$ cat config.mk
export PLATFORM = sky130hd
export DESIGN_NAME = my_control_flat
export DESIGN_NICKNAME = d
export VERILOG_FILES = /design/src/rtl/my_control_if.sv /design/src/rtl/my_control.sv /design/src/flat_wrapper.sv
export SDC_FILE = /design/constraint.sdc
export NUM_CORES = 1
export LEC_CHECK = 0
export BUFFER_PORTS_ARGS = -buffer_cell sky130_fd_sc_hd__buf_2
export CORE_MARGIN = 2
export CORE_UTILIZATION = 45
export CTS_CLUSTER_DIAMETER = 200
export DETAILED_ROUTE_END_ITERATION = 16
export GPL_TIMING_DRIVEN = 0
export HOLD_SLACK_MARGIN = 0.05
export PLACE_DENSITY_LB_ADDON = 0.3
export SLEW_MARGIN = 5
export SYNTH_ARGS = -nofsm -noshare
export SYNTH_HDL_FRONTEND = slang
export SYNTH_SLANG_ARGS = --single-unit
export TNS_END_PERCENT = 5
$ cat constraint.sdc
create_clock -name clk -period 1.75 [get_ports clk]
set_input_delay 0.35 -clock clk [delete_from_list [all_inputs] [get_ports clk]]
set_output_delay 0.35 -clock clk [all_outputs]
set_load 0.005 [all_outputs]
$ cat src/rtl/my_control_if.sv
// Handshake and datapath-control bundle between the sequencer and its requester/datapath.
// The requester drives run/ir/g_zero; the sequencer drives enables, ALU select, addr, done, busy.
interface my_control_if #(
  parameter int ADDR_W = 9
);
  logic              run;
  logic [15:0]       ir;
  logic              g_zero;
  logic [2:0]        addsub;
  logic [9:0]        reg_enable_out;
  logic [10:0]       reg_enable_in;
  logic [ADDR_W-1:0] addr;
  logic              done;
  logic              busy;

  modport master (
    output run, ir, g_zero,
    input  addsub, reg_enable_out, reg_enable_in, addr, done, busy
  );

  modport slave (
    input  run, ir, g_zero,
    output addsub, reg_enable_out, reg_enable_in, addr, done, busy
  );
endinterface

$ cat src/rtl/my_control.sv
// Instruction sequencer T0..T3; 1 step for mv/mvi/jmp/111, 3 steps for ALU ops; MVNZ_EN makes 111 = mvnz.
// No backpressure: run is sampled only in T0, any run seen while busy is dropped, not queued.
module my_control #(
  parameter int ADDR_W = 9
) (
  input  logic        clk,
  input  logic        rst,
  my_control_if.slave bus
);

  typedef enum logic [1:0] {T0, T1, T2, T3} state_t;

  localparam logic [2:0] OP_MV   = 3'b000;
  localparam logic [2:0] OP_MVI  = 3'b001;
  localparam logic [2:0] OP_ADD  = 3'b010;
  localparam logic [2:0] OP_SUB  = 3'b011;
  localparam logic [2:0] OP_AND  = 3'b100;
  localparam logic [2:0] OP_OR   = 3'b101;
  localparam logic [2:0] OP_JMP  = 3'b110;
  localparam logic [2:0] OP_X111 = 3'b111;

  state_t      state_q, state_d;
  logic [15:0] ir_q, ir_d;

  logic [2:0]  opcode, rx, ry;
  logic [2:0]  addsub;
  logic [9:0]  en_out;
  logic [10:0] en_in;
  logic        done;

  assign opcode = ir_q[15:13];
  assign rx     = ir_q[12:10];
  assign ry     = ir_q[9:7];

  always_ff @(posedge clk or negedge rst) begin
    if (!rst) begin
      state_q <= T0;
      ir_q    <= '0;
    end else begin
      state_q <= state_d;
      ir_q    <= ir_d;
    end
  end

  always_comb begin
    state_d = state_q;
    ir_d    = ir_q;
    addsub  = 3'b000;
    en_out  = '0;
    en_in   = '0;
    done    = 1'b0;
    unique case (state_q)
      T0: begin
        if (bus.run) begin
          ir_d    = bus.ir;
          state_d = T1;
        end
      end
      T1: begin
        state_d = T0;
        done    = 1'b1;
        unique case (opcode)
          OP_MV: begin
            en_out = 10'd1 << ry;
            en_in  = 11'd1 << rx;
          end
          OP_MVI: begin
            en_out = 10'h200;
            en_in  = 11'd1 << rx;
          end
          OP_ADD, OP_SUB, OP_AND, OP_OR: begin
            en_out  = 10'd1 << rx;
            en_in   = 11'h200;
            done    = 1'b0;
            state_d = T2;
          end
          OP_JMP: begin
            en_in = 11'h400;
          end
          OP_X111: begin
`ifdef MVNZ_EN
            if (!bus.g_zero) begin
              en_out = 10'd1 << ry;
              en_in  = 11'd1 << rx;
            end
`endif
          end
          default: ;
        endcase
      end
      T2: begin
        en_out  = 10'd1 << ry;
        en_in   = 11'h100;
        // ALU opcodes 010..101 map onto ALU codes 000..011
        addsub  = opcode - 3'd2;
        state_d = T3;
      end
      T3: begin
        en_out  = 10'h100;
        en_in   = 11'd1 << rx;
        done    = 1'b1;
        state_d = T0;
      end
      default: state_d = T0;
    endcase
  end

`ifndef MVNZ_EN
  logic unused_g_zero;
  assign unused_g_zero = bus.g_zero;
`endif

  assign bus.addsub         = addsub;
  assign bus.reg_enable_out = en_out;
  assign bus.reg_enable_in  = en_in;
  assign bus.addr           = ir_q[ADDR_W-1:0];
  assign bus.done           = done;
  assign bus.busy           = (state_q != T0);

endmodule

$ cat src/flat_wrapper.sv
// flat-port wrapper written by rule: the top's interface ports become plain ports
module my_control_flat 
#(
  parameter int ADDR_W = 9
)
  (clk, rst, bus_run, bus_ir, bus_g_zero, bus_addsub, bus_reg_enable_out, bus_reg_enable_in, bus_addr, bus_done, bus_busy);
  my_control_if #(.ADDR_W(ADDR_W)) bus_i ();
  input  logic clk;
  input  logic rst;
  input wire logic [$bits(bus_i.run)-1:0] bus_run;
  input wire logic [$bits(bus_i.ir)-1:0] bus_ir;
  input wire logic [$bits(bus_i.g_zero)-1:0] bus_g_zero;
  output wire logic [$bits(bus_i.addsub)-1:0] bus_addsub;
  output wire logic [$bits(bus_i.reg_enable_out)-1:0] bus_reg_enable_out;
  output wire logic [$bits(bus_i.reg_enable_in)-1:0] bus_reg_enable_in;
  output wire logic [$bits(bus_i.addr)-1:0] bus_addr;
  output wire logic [$bits(bus_i.done)-1:0] bus_done;
  output wire logic [$bits(bus_i.busy)-1:0] bus_busy;
  assign bus_i.run = bus_run;
  assign bus_i.ir = bus_ir;
  assign bus_i.g_zero = bus_g_zero;
  assign bus_addsub = bus_i.addsub;
  assign bus_reg_enable_out = bus_i.reg_enable_out;
  assign bus_reg_enable_in = bus_i.reg_enable_in;
  assign bus_addr = bus_i.addr;
  assign bus_done = bus_i.done;
  assign bus_busy = bus_i.busy;
  my_control #(.ADDR_W(ADDR_W)) u_core (.clk(clk), .rst(rst), .bus(bus_i));
endmodule
==> impl_metrics.ini, run 1 <==
[timing]
max_freq_ghz = 0.4924
min_period_ns = 2.031
hold_viol_final = 0
final-setup-viol-count = 13
setup_slack_ns = -0.2809
rsz0062_at_grt = yes
tightest_slew_ns = 0.3809
clock_skew_ns = 0.005099
max_slew_margin_pct = 74.61
drv_slew = 0
finalCritPeriodShare_pct = 116.0

[logic_synthesis]
syn-instance-count = 108
synth_edf_count = 0
avgSynthCellArea_sq_um = 10.59
async_flop_share_pct = 100.0
yosysTopAreaCell = dfrtp_1
netlist_top_cells_count = 18 x dfrtp_1, 16 x nor2_1, 10 x mux2_4, 9 x buf_4, 8 x o22ai_1
synth_most_common_cell = dfrtp_1
synth-seq-area-share_pct = 39.39
yosys_register_bits = 18
synth.distinct_cells = 31
synth_area_sq_mm = 0.001144
synth_nets = 130
synth_ff_type = dfrtp_1
ys_warn_count = 0
synth_area_leaders = dfrtp_1 39%, mux2_4 13%, buf_4 5.9%
yosysTopAreaCellShare_pct = 39.39

[worst_setup_path]
crit_path_cell_trace = inv_2 > ha_4 > and4bb_2 > nand2_2 > o22ai_1 > buf_2
crit_family = flip-flops
crit_type = reg -> out
path_buf_inv = 2
critPathMaxFanout = 4
crit_required_ns = 1.40
reg2reg_depth = 6
worst_path_largest_cell_delay_ns = 0.41
cp.arrival_ns = 1.68
cp.depth = 6
endpoint_kind = primary output
crit_path_top_delay_cell = dfrtp_1
start_kind = register

[cts]
htreeDepth = 1
path_clk_slew_ns = 0.10
clock_latency_ns = 0.28
cts_tree = built
clk_path_buf_depth = 2
root_buffer = clkbuf_4
cts.sinks = 18
cts_made_buffers = 3

[routing]
postRouteAntennaNets = 0
drt_iter0_drc = 13
wl_microns = 2493
remaining_drc_errors = 0
dr_total_vias = 964
dr.pass1.iters = 4
avgRoutedWirePerCell_microns = 12.59
vias_per_cell = 4.869

[place]
place_area_sq_mm = 0.001446
dp_hpwl_microns = 1822
gp_congestion = 0.7163
io_buffers = 53

[layout]
nNetsFinal = 192
drive_gt1_share_pct = 64.88
area_growth_pct = 36.98
multiInputGateArea_sq_um = 623.1
diodes = 0
final_area_sq_mm = 0.001567
post-route-util_pct = 64.40
regArea_sq_um = 451.7
nFillCells = 188

[global_route]
grt_pass1_wl_microns = 3546
antenna_found_initial = 0
grt_usage_pct = 16.89
grt_pass1_vias = 799
grt_max_degree = 19
globalRouteOverflowTotal = 0

[floorplanning]
initial_core_util_pct = 47.02
die_w_microns = 54.41
io_pins = 55
core-area_sq_mm = 0.002432
dieArea_sq_mm = 0.002960
row_count = 18
die_h_microns = 54.41

[pwr]
p_per_area_mw_per_mm2 = 1809
p_total_mw = 2.833
ir_drop_uv = 951.8
p_leak_nw = 0.8007

[outcome]
status = finished with violations
failed_checks = negative setup slack

[job]
maxCapViolations = 0

[worst_hold_path]
hold_path.class = in -> reg
min_path_cells = 2
## through the flow
stage	cells	hold WS, ns	setup slack, ns	TNS (ns)
CTS	198	0.2847	-0.2633	-2.482
global placement	191	0.2917	-0.07598	-0.4467
detailed placement	191	0.2970	-0.08166	-0.5719
global route	198	0.2769	-0.3898	-4.704
floorplan	108	0.05441	0.1520	0
finish	198	0.2891	-0.2809	-2.713
## path summary, 6_finish.rpt
path                                             start                           to  slack, ns
max                        u_core.ir_q[15]$_DFFE_PN0P_        bus_reg_enable_out[6]      -0.28
min                                         bus_ir[10]  u_core.ir_q[10]$_DFFE_PN0P_       0.29
max reg2reg                                   register   u_core.ir_q[4]$_DFFE_PN0P_       0.25
min reg2reg                 u_core.ir_q[1]$_DFFE_PN0P_   u_core.ir_q[1]$_DFFE_PN0P_       0.52
max in group asynchronous                          rst  u_core.ir_q[14]$_DFFE_PN0P_       0.94
min in group asynchronous                          rst   u_core.ir_q[3]$_DFFE_PN0P_       0.50
## state kept, by name (all words and copies together) (netlist names), named ones only
signal,count
u_core.state_q,1
u_core.ir_q,16
## cell families after synthesis
family	share of synthesized area (%)
multiplexers	19.04
AO/OA/AOI/OAI	7.221
flip-flops	39.39
buffers and inverters	11.60
AND/OR/NAND/NOR	20.57
adder cells (fa/ha/maj)	2.188
## final cells by class
class,count,area share [%]
repair buffers,57,19.01
clock buffers,3,1.438
inverters,5,1.198
multi-input cells,72,39.78
well taps,30,2.396
flip-flops and latches,18,28.83
plain buffers,13,7.348
## per-layer routing
layer	global-route usage (%)	vias to the layer above	part of all wire, %
li1	-	486	-
met1	20.62	439	43
met2	30.12	35	49
met3	2.186	4	6.4
met4	6.250	0	0.76
met5	0	-	0
## repair_timing
| action | in CTS | in global routing |
|---|---|---|
| resized for setup | 11 | 5 |
| endpoints found under the setup margin | 19 | 20 |
| setup buffers | 3 | 0 |
| hold buffers | 1 | 0 |
| endpoints found under the hold margin | 18 | 0 |
| pin swaps | 9 | 0 |
## where the power goes
part | switching (mW) | internal, mW | total (mW)
Clock | 0.116 | 0.0798 | 0.196
Sequential | 0.229 | 0.633 | 0.862
Combinational | 0.744 | 1.03 | 1.77
Total | 1.09 | 1.74 | 2.83
## cell usage in the layout (no fill, tap or decap), drive strengths merged, types with 2 or more instances in the layout
| cell | Yosys | routed |
|---|---|---|
| clkbuf | 1 | 4 |
| or2 | 2 | 2 |
| and2 | 3 | 3 |
| mux2 | 16 | 16 |
| buf | 12 | 68 |
| o22ai | 8 | 8 |
| or3b | 2 | 2 |
| ha | 2 | 2 |
| inv | 5 | 5 |
| dfrtp | 18 | 18 |
| nand2b | 3 | 3 |
| nand3b | 3 | 3 |
| nand2 | 4 | 4 |
| nor2 | 17 | 17 |
No activity file was read; power rests on OpenSTA's default activity.
==> run 2, diff against run 1 <==
Settings changed: ABC_AREA set to 1, CORE_UTILIZATION 45 to 47, SLEW_MARGIN 5 to not set.
Clock period 1.75 ns to 1.95 ns, I/O delays scaled along.
==> run 2 against run 1 <==
  * Utilization increased by 2.6 points
  * Cell count grew 36%
  * Largest power group unchanged
  * Combinational power is 7% lower
  * Die area is 5.8% higher
  * Critical path depth fell by 1
  * Global-route usage increased by 4.4 points
  * Power decreased by 8.1%
  * The flow still finishes with violations (negative setup slack)
  * Critical path type unchanged
==> impl_metrics.ini, run 2 <==
[timing]
clock_skew_ns = 0.004676
hold_ws_ns = 0.3144
min_period_ns = 1.981
rsz0062_at_grt = yes
finalCritPeriodShare_pct = 101.6
max_slew_margin_pct = 71.84
setup_slack_ns = -0.03063
hold_viol_final = 0
final-setup-viol-count = 6
final.setup.tns_ns = -0.09803
tightest_slew_ns = 0.4224
max_freq_ghz = 0.5049
drv_slew = 0

[worst_setup_path]
path_buf_inv = 2
crit_family = simple AND/OR/NAND/NOR gates
cp.arrival_ns = 1.59
critPathMaxFanout = 10
crit_path_top_delay_cell = dfrtp_1
crit_path_cell_trace = inv_1 > nand2_2 > or2_2 > nand2_1 > buf_2
start_kind = register
crit_type = reg -> out
endpoint_kind = primary output
worst_path_largest_cell_delay_ns = 0.48
crit_required_ns = 1.56

[pwr]
ir_drop_uv = 967.6
pwr-share-seq_pct = 27.4
p_int_mw = 1.397
p_leak_nw = 0.9662
switching_share_pct = 46.36
p_per_area_mw_per_mm2 = 1542
pwr-share-comb_pct = 63.5
clkPwrFrac_pct = 9.1
p_total_mw = 2.604
switchingPower_mw = 1.207

[cts]
clk_path_buf_depth = 2
cts.sinks = 18
clock_latency_ns = 0.30
htreeDepth = 1
cts_made_buffers = 3
root_buffer = clkbuf_4
path_clk_slew_ns = 0.11
cts_tree = built

[logic_synthesis]
ys_warn_count = 0
yosysTopAreaCellShare_pct = 35.50
async_flop_share_pct = 100.0
syn-instance-count = 175
netlist_top_cells_count = 49 x nand2_1, 18 x dfrtp_1, 17 x nor2_1, 15 x inv_1, 13 x nand3_1
synth_area_sq_mm = 0.001269
synth_edf_count = 0
yosys_register_bits = 18
synth_most_common_cell = nand2_1
yosysTopAreaCell = dfrtp_1
synth-seq-area-share_pct = 35.50
avgSynthCellArea_sq_um = 7.250
synth_ff_type = dfrtp_1
synth_area_leaders = dfrtp_1 36%, nand2_1 14%, a21oi_2 6.2%
synth.distinct_cells = 21
synth_nets = 197

[layout]
drive_gt1_share_pct = 44.35
layout_common_cells = 57 x buf_2, 49 x nand2_1, 17 x dfrtp_1, 16 x nor2_1, 15 x buf_4
top_register = u_core.ir_q
area_growth_pct = 33.14
top_regs = u_core.ir_q x16, u_core.state_q x1
final_common_cell = buf_2
final_area_sq_mm = 0.001689
diodes = 0
nNetsFinal = 262
post-route-util_pct = 66.96
largest_reg_flops = 16
nFillCells = 246

[floorplanning]
io_pins = 55
die_w_microns = 55.96
core-area_sq_mm = 0.002522
row_count = 18
dieArea_sq_mm = 0.003131
initial_core_util_pct = 50.30
die_h_microns = 55.96

[routing]
drt_iter0_drc = 76
dr.pass1.iters = 4
avgRoutedWirePerCell_microns = 12.13
postRouteAntennaNets = 0
dr_total_vias = 1349
wl_microns = 3262
remaining_drc_errors = 0
vias_per_cell = 5.015

[global_route]
grt_usage_pct = 21.31
grt_pass1_wl_microns = 5471
grt_max_degree = 19
globalRouteOverflowTotal = 0
grt_pass1_vias = 1252
antenna_found_initial = 0

[worst_hold_path]
hold_path.class = in -> reg

[outcome]
failed_checks = negative setup slack
status = finished with violations

[place]
place_area_sq_mm = 0.001567
dp_hpwl_microns = 2295
gp_congestion = 0.8784
io_buffers = 52

[job]
maxCapViolations = 0
[run 2: changes by cell type in the layout (fill, tap and decap cells not counted), moves of 6 or more]
cell,delta
a21oi_2,+9
inv_1,+11
mux2_2,-6
mux2_4,-10
nand2_1,+46
nand3_1,+12
nand4_1,+7
nor4_1,+9
[run 2: power groups by stage]
stage	registers [mW]	logic (mW)	clock network [mW]
final	0.715	1.65	0.237
after global routing	0.741	1.84	0.257
after CTS	0.698	1.62	0.239
after detailed placement	0.703	1.46	0
after global placement	0.699	1.43	0
after floorplan	0.674	1.03	0
[run 2: final cells by class]
cell class                 instances  area, sq um  share of cell area (%)
clock buffer                       4        36.28                   2.148
timing repair buffer              60        320.3                   18.96
multi-input combinational        126        665.6                   39.41
buffer                            16        121.4                   7.185
sequential                        18        451.7                   26.74
inverter                          15        56.30                   3.333
tap                               30        37.54                   2.222
[run 2: worst paths after layout]
| path | start | to | slack (ns) | cells after the start |
|---|---|---|---|---|
| worst min register to register | u_core.ir_q[2]$_DFFE_PN0P_ | u_core.ir_q[2]$_DFFE_PN0P_ | 0.48 | 2 |
| worst min-delay path | bus_ir[0] | u_core.ir_q[0]$_DFFE_PN0P_ | 0.31 | 3 |
| worst max register to register | u_core.state_q[0]$_DFFE_PN0P_ | u_core.ir_q[10]$_DFFE_PN0P_ | 0.63 | 5 |
| worst max-delay path | u_core.state_q[0]$_DFFE_PN0P_ | bus_reg_enable_out[5] | -0.03 | 5 |
| max in group asynchronous | rst | async pin | 1.10 | 2 |
| min in group asynchronous | rst | u_core.ir_q[1]$_DFFE_PN0P_ | 0.54 | 2 |
[run 2: logic make-up after synthesis]
family	count (synthesis)	synth area share (%)
fa+ha+maj	2	1.972
compound gates	15	8.580
buf+inv	31	13.51
flops	18	35.50
simple gates	109	40.43
[run 2: layer usage]
metal  vias up  routed length (microns)  GRT usage [%]  share of wire (%)
li1        686                        -              -                  -
met1       604                     1468          29.79                 45
met2        56                     1578          35.20                 48
met3         3                      194          3.023                5.9
met4         0                       20          4.762               0.61
met5         -                        0              0                  0
[run 2: worst register-to-register path: stages, from the launching register on]
cell	delay, ns
dfrtp_1	0.48
nor2_4	0.28
nand2_4	0.13
buf_6	0.18
nor2_2	0.10
a21oi_2	0.03
[run 2: per-stage QoR]
step | instances | setup WS [ns]
finish | 269 | -0.03063
global placement | 257 | 0.1625
floorplan | 175 | 0.3790
CTS | 269 | 0.004494
detailed placement | 257 | 0.1504
global route | 269 | -0.1378
[run 2: timing repair]
item                                    CTS  global route
resized for setup                         6             3
hold endpoints to repair                 18             0
setup buffers                             6             0
endpoints found under the setup margin   17            17
gates cloned                              1             0
pin swaps                                 1             0
hold buffers                              1             0
==> run 3, diff against run 2 <==
Settings changed: CELL_PAD_IN_SITES_DETAIL_PLACEMENT set to 1, CELL_PAD_IN_SITES_GLOBAL_PLACEMENT set to 1, CORE_UTILIZATION 47 to 32, RECOVER_POWER set to 50.
==> run 3 against run 2 <==
  * Largest cell class unchanged
  * Flip-flop and latch count unchanged
  * Cell count is 5.2% higher
  * Sequential share of layout area down 0.33 points
  * Utilization shrank 21 points
  * First-iteration DRC count up 9.2%
  * Critical path type unchanged
  * The run still ends with negative setup slack left
  * Die area rose by 43%
==> impl_metrics.ini, run 3 (synthesized netlist as in run 2, its figures left out) <==
[routing]
wl_microns = 3810
postRouteAntennaNets = 0
drt_iter0_drc = 83
avgRoutedWirePerCell_microns = 13.46
dr_total_vias = 1362
dr.pass1.iters = 4
remaining_drc_errors = 0
vias_per_cell = 4.813

[worst_setup_path]
crit_path_cell_trace = inv_2 > ha_4 > clkbuf_16 > nand4_1 > nand2_1 > nand2_1 > nand2_1 > buf_2
crit_type = reg -> out
start_kind = register
cpMostUsedCell = nand2_1
cp.arrival_ns = 1.56
crit_path_top_delay_cell = dfrtp_1
worst_path_largest_cell_delay_ns = 0.39
crit_required_ns = 1.56
critPathMaxFanout = 5
path_buf_inv = 3
endpoint_kind = primary output
crit_family = flip-flops

[place]
place_inst = 275
dp_hpwl_microns = 2870
gp_congestion = 0.7694
io_buffers = 52

[layout]
largest_reg_flops = 16
area_growth_pct = 34.42
final_common_cell = buf_2
drive_gt1_share_pct = 42.55
layout_common_cells = 55 x buf_2, 50 x nand2_1, 18 x dfrtp_1, 16 x nor2_1
top_register = u_core.ir_q
diodes = 0
stdcell_count = 283
nNetsFinal = 258
top_regs = u_core.ir_q x16, u_core.state_q x1

[floorplanning]
io_pins = 55
die_w_microns = 66.97
dieArea_sq_mm = 0.004484
initial_core_util_pct = 33.89
die_h_microns = 66.97
row_count = 22
core-area_sq_mm = 0.003744

[outcome]
failed_checks = negative setup slack
status = finished with violations

[pwr]
p_leak_nw = 0.9511
ir_drop_uv = 719.5
p_total_mw = 2.774
p_per_area_mw_per_mm2 = 1626

[timing]
max_slew_margin_pct = 32.76
rsz0062_at_grt = yes
tightest_slew_ns = 1.009
final-setup-viol-count = 1
setup_slack_ns = -0.003164
drv_slew = 0
hold_viol_final = 0
clock_skew_ns = 0.003223
min_period_ns = 1.953
max_freq_ghz = 0.5120
finalCritPeriodShare_pct = 100.2

[global_route]
antenna_found_initial = 0
grt_max_degree = 19
grt_usage_pct = 18.45
grt_pass1_vias = 1303
globalRouteOverflowTotal = 0
grt_pass1_wl_microns = 6265

[job]
maxCapViolations = 0

[cts]
cts_tree = built
clk_path_buf_depth = 2
root_buffer = clkbuf_8
path_clk_slew_ns = 0.07
cts_made_buffers = 3
clock_latency_ns = 0.26
cts.sinks = 18
htreeDepth = 1
cts_hold_buffers = 0

[worst_hold_path]
hold_path.class = in -> async
run 3: changes by cell type in the layout (fill, tap and decap cells not counted), moves of 2 or more:
cell / before / now
buf_2: 57 / 55
o21ai_0: 3 / 1
buf_4: 15 / 5
clkbuf_8: 1 / 4
clkbuf_4: 3 / 7
o21ai_1: 1 / 3
buf_6: 3 / 1
run 3: worst register-to-register path, stage by stage, from the launching register on:
cell and delay [ns]:
dfrtp_1 0.46, nor2_4 0.26, nand2_1 0.25, clkbuf_2 0.32, nor2_2 0.16, a21oi_2 0.05
run 3: stage by stage:
step	setup slack, ns	hold slack [ns]	utilization (%)	setup TNS, ns	cell area, sq um
floorplan	0.3790	0.09441	-	0	1269
global placement	0.08439	0.3441	42.45	0	1589
detailed placement	0.07548	0.3458	42.45	0	1589
CTS	-0.02749	0.07399	44.52	-0.07166	1667
global route	-0.1293	0.3532	45.55	-0.9276	1705
finish	-0.003164	0.2802	45.55	-0.003164	1705
run 3: final timing paths:
check | start | to | slack (ns) | cells past startpoint
worst min-delay path | rst | u_core.ir_q[2]$_DFFE_PN0P_ | 0.28 | 1
max in group asynchronous | rst | u_core.ir_q[0]$_DFFE_PN0P_ | 1.06 | 1
min in group clk | bus_ir[5] | u_core.ir_q[5]$_DFFE_PN0P_ | 0.36 | 3
worst min register to register | u_core.ir_q[2]$_DFFE_PN0P_ | u_core.ir_q[2]$_DFFE_PN0P_ | 0.48 | 2
worst max-delay path | u_core.ir_q[14]$_DFFE_PN0P_ | bus_reg_enable_out[1] | -0.003 | 8
worst max register to register | u_core.state_q[0]$_DFFE_PN0P_ | u_core.ir_q[10]$_DFFE_PN0P_ | 0.33 | 5
run 3: metal layers:
metal | vias to the layer above | track usage (%) | part of all wire (%)
met4 | 0 | 3.827 | 0.55
met2 | 30 | 32.13 | 49
met1 | 646 | 24.40 | 46
li1 | 684 | - | -
met5 | - | 0 | 0
met3 | 2 | 2.196 | 4.2
run 3: layout make-up:
class / count / area (sq um)
Fill cell: 519 / 2038
Multi-Input combinational cell: 126 / 658.1
Sequential cell: 18 / 450.4
Timing Repair Buffer: 56 / 306.5
Buffer: 16 / 118.9
Tap cell: 48 / 60.06
Inverter: 15 / 56.30
Clock buffer: 4 / 55.05
run 3: timing repair:
item                                    CTS  global route
cloned                                    0             1
pin swaps                                 3             2
endpoints found under the setup margin   17             9
resized for setup                         7             4
setup buffers                             0             3
run 3: power by group:
part	internal (mW)	switching, mW	total, mW
Sequential	0.551	0.160	0.711
Combinational	0.778	0.972	1.75
Clock	0.180	0.134	0.313
Total	1.51	1.27	2.77
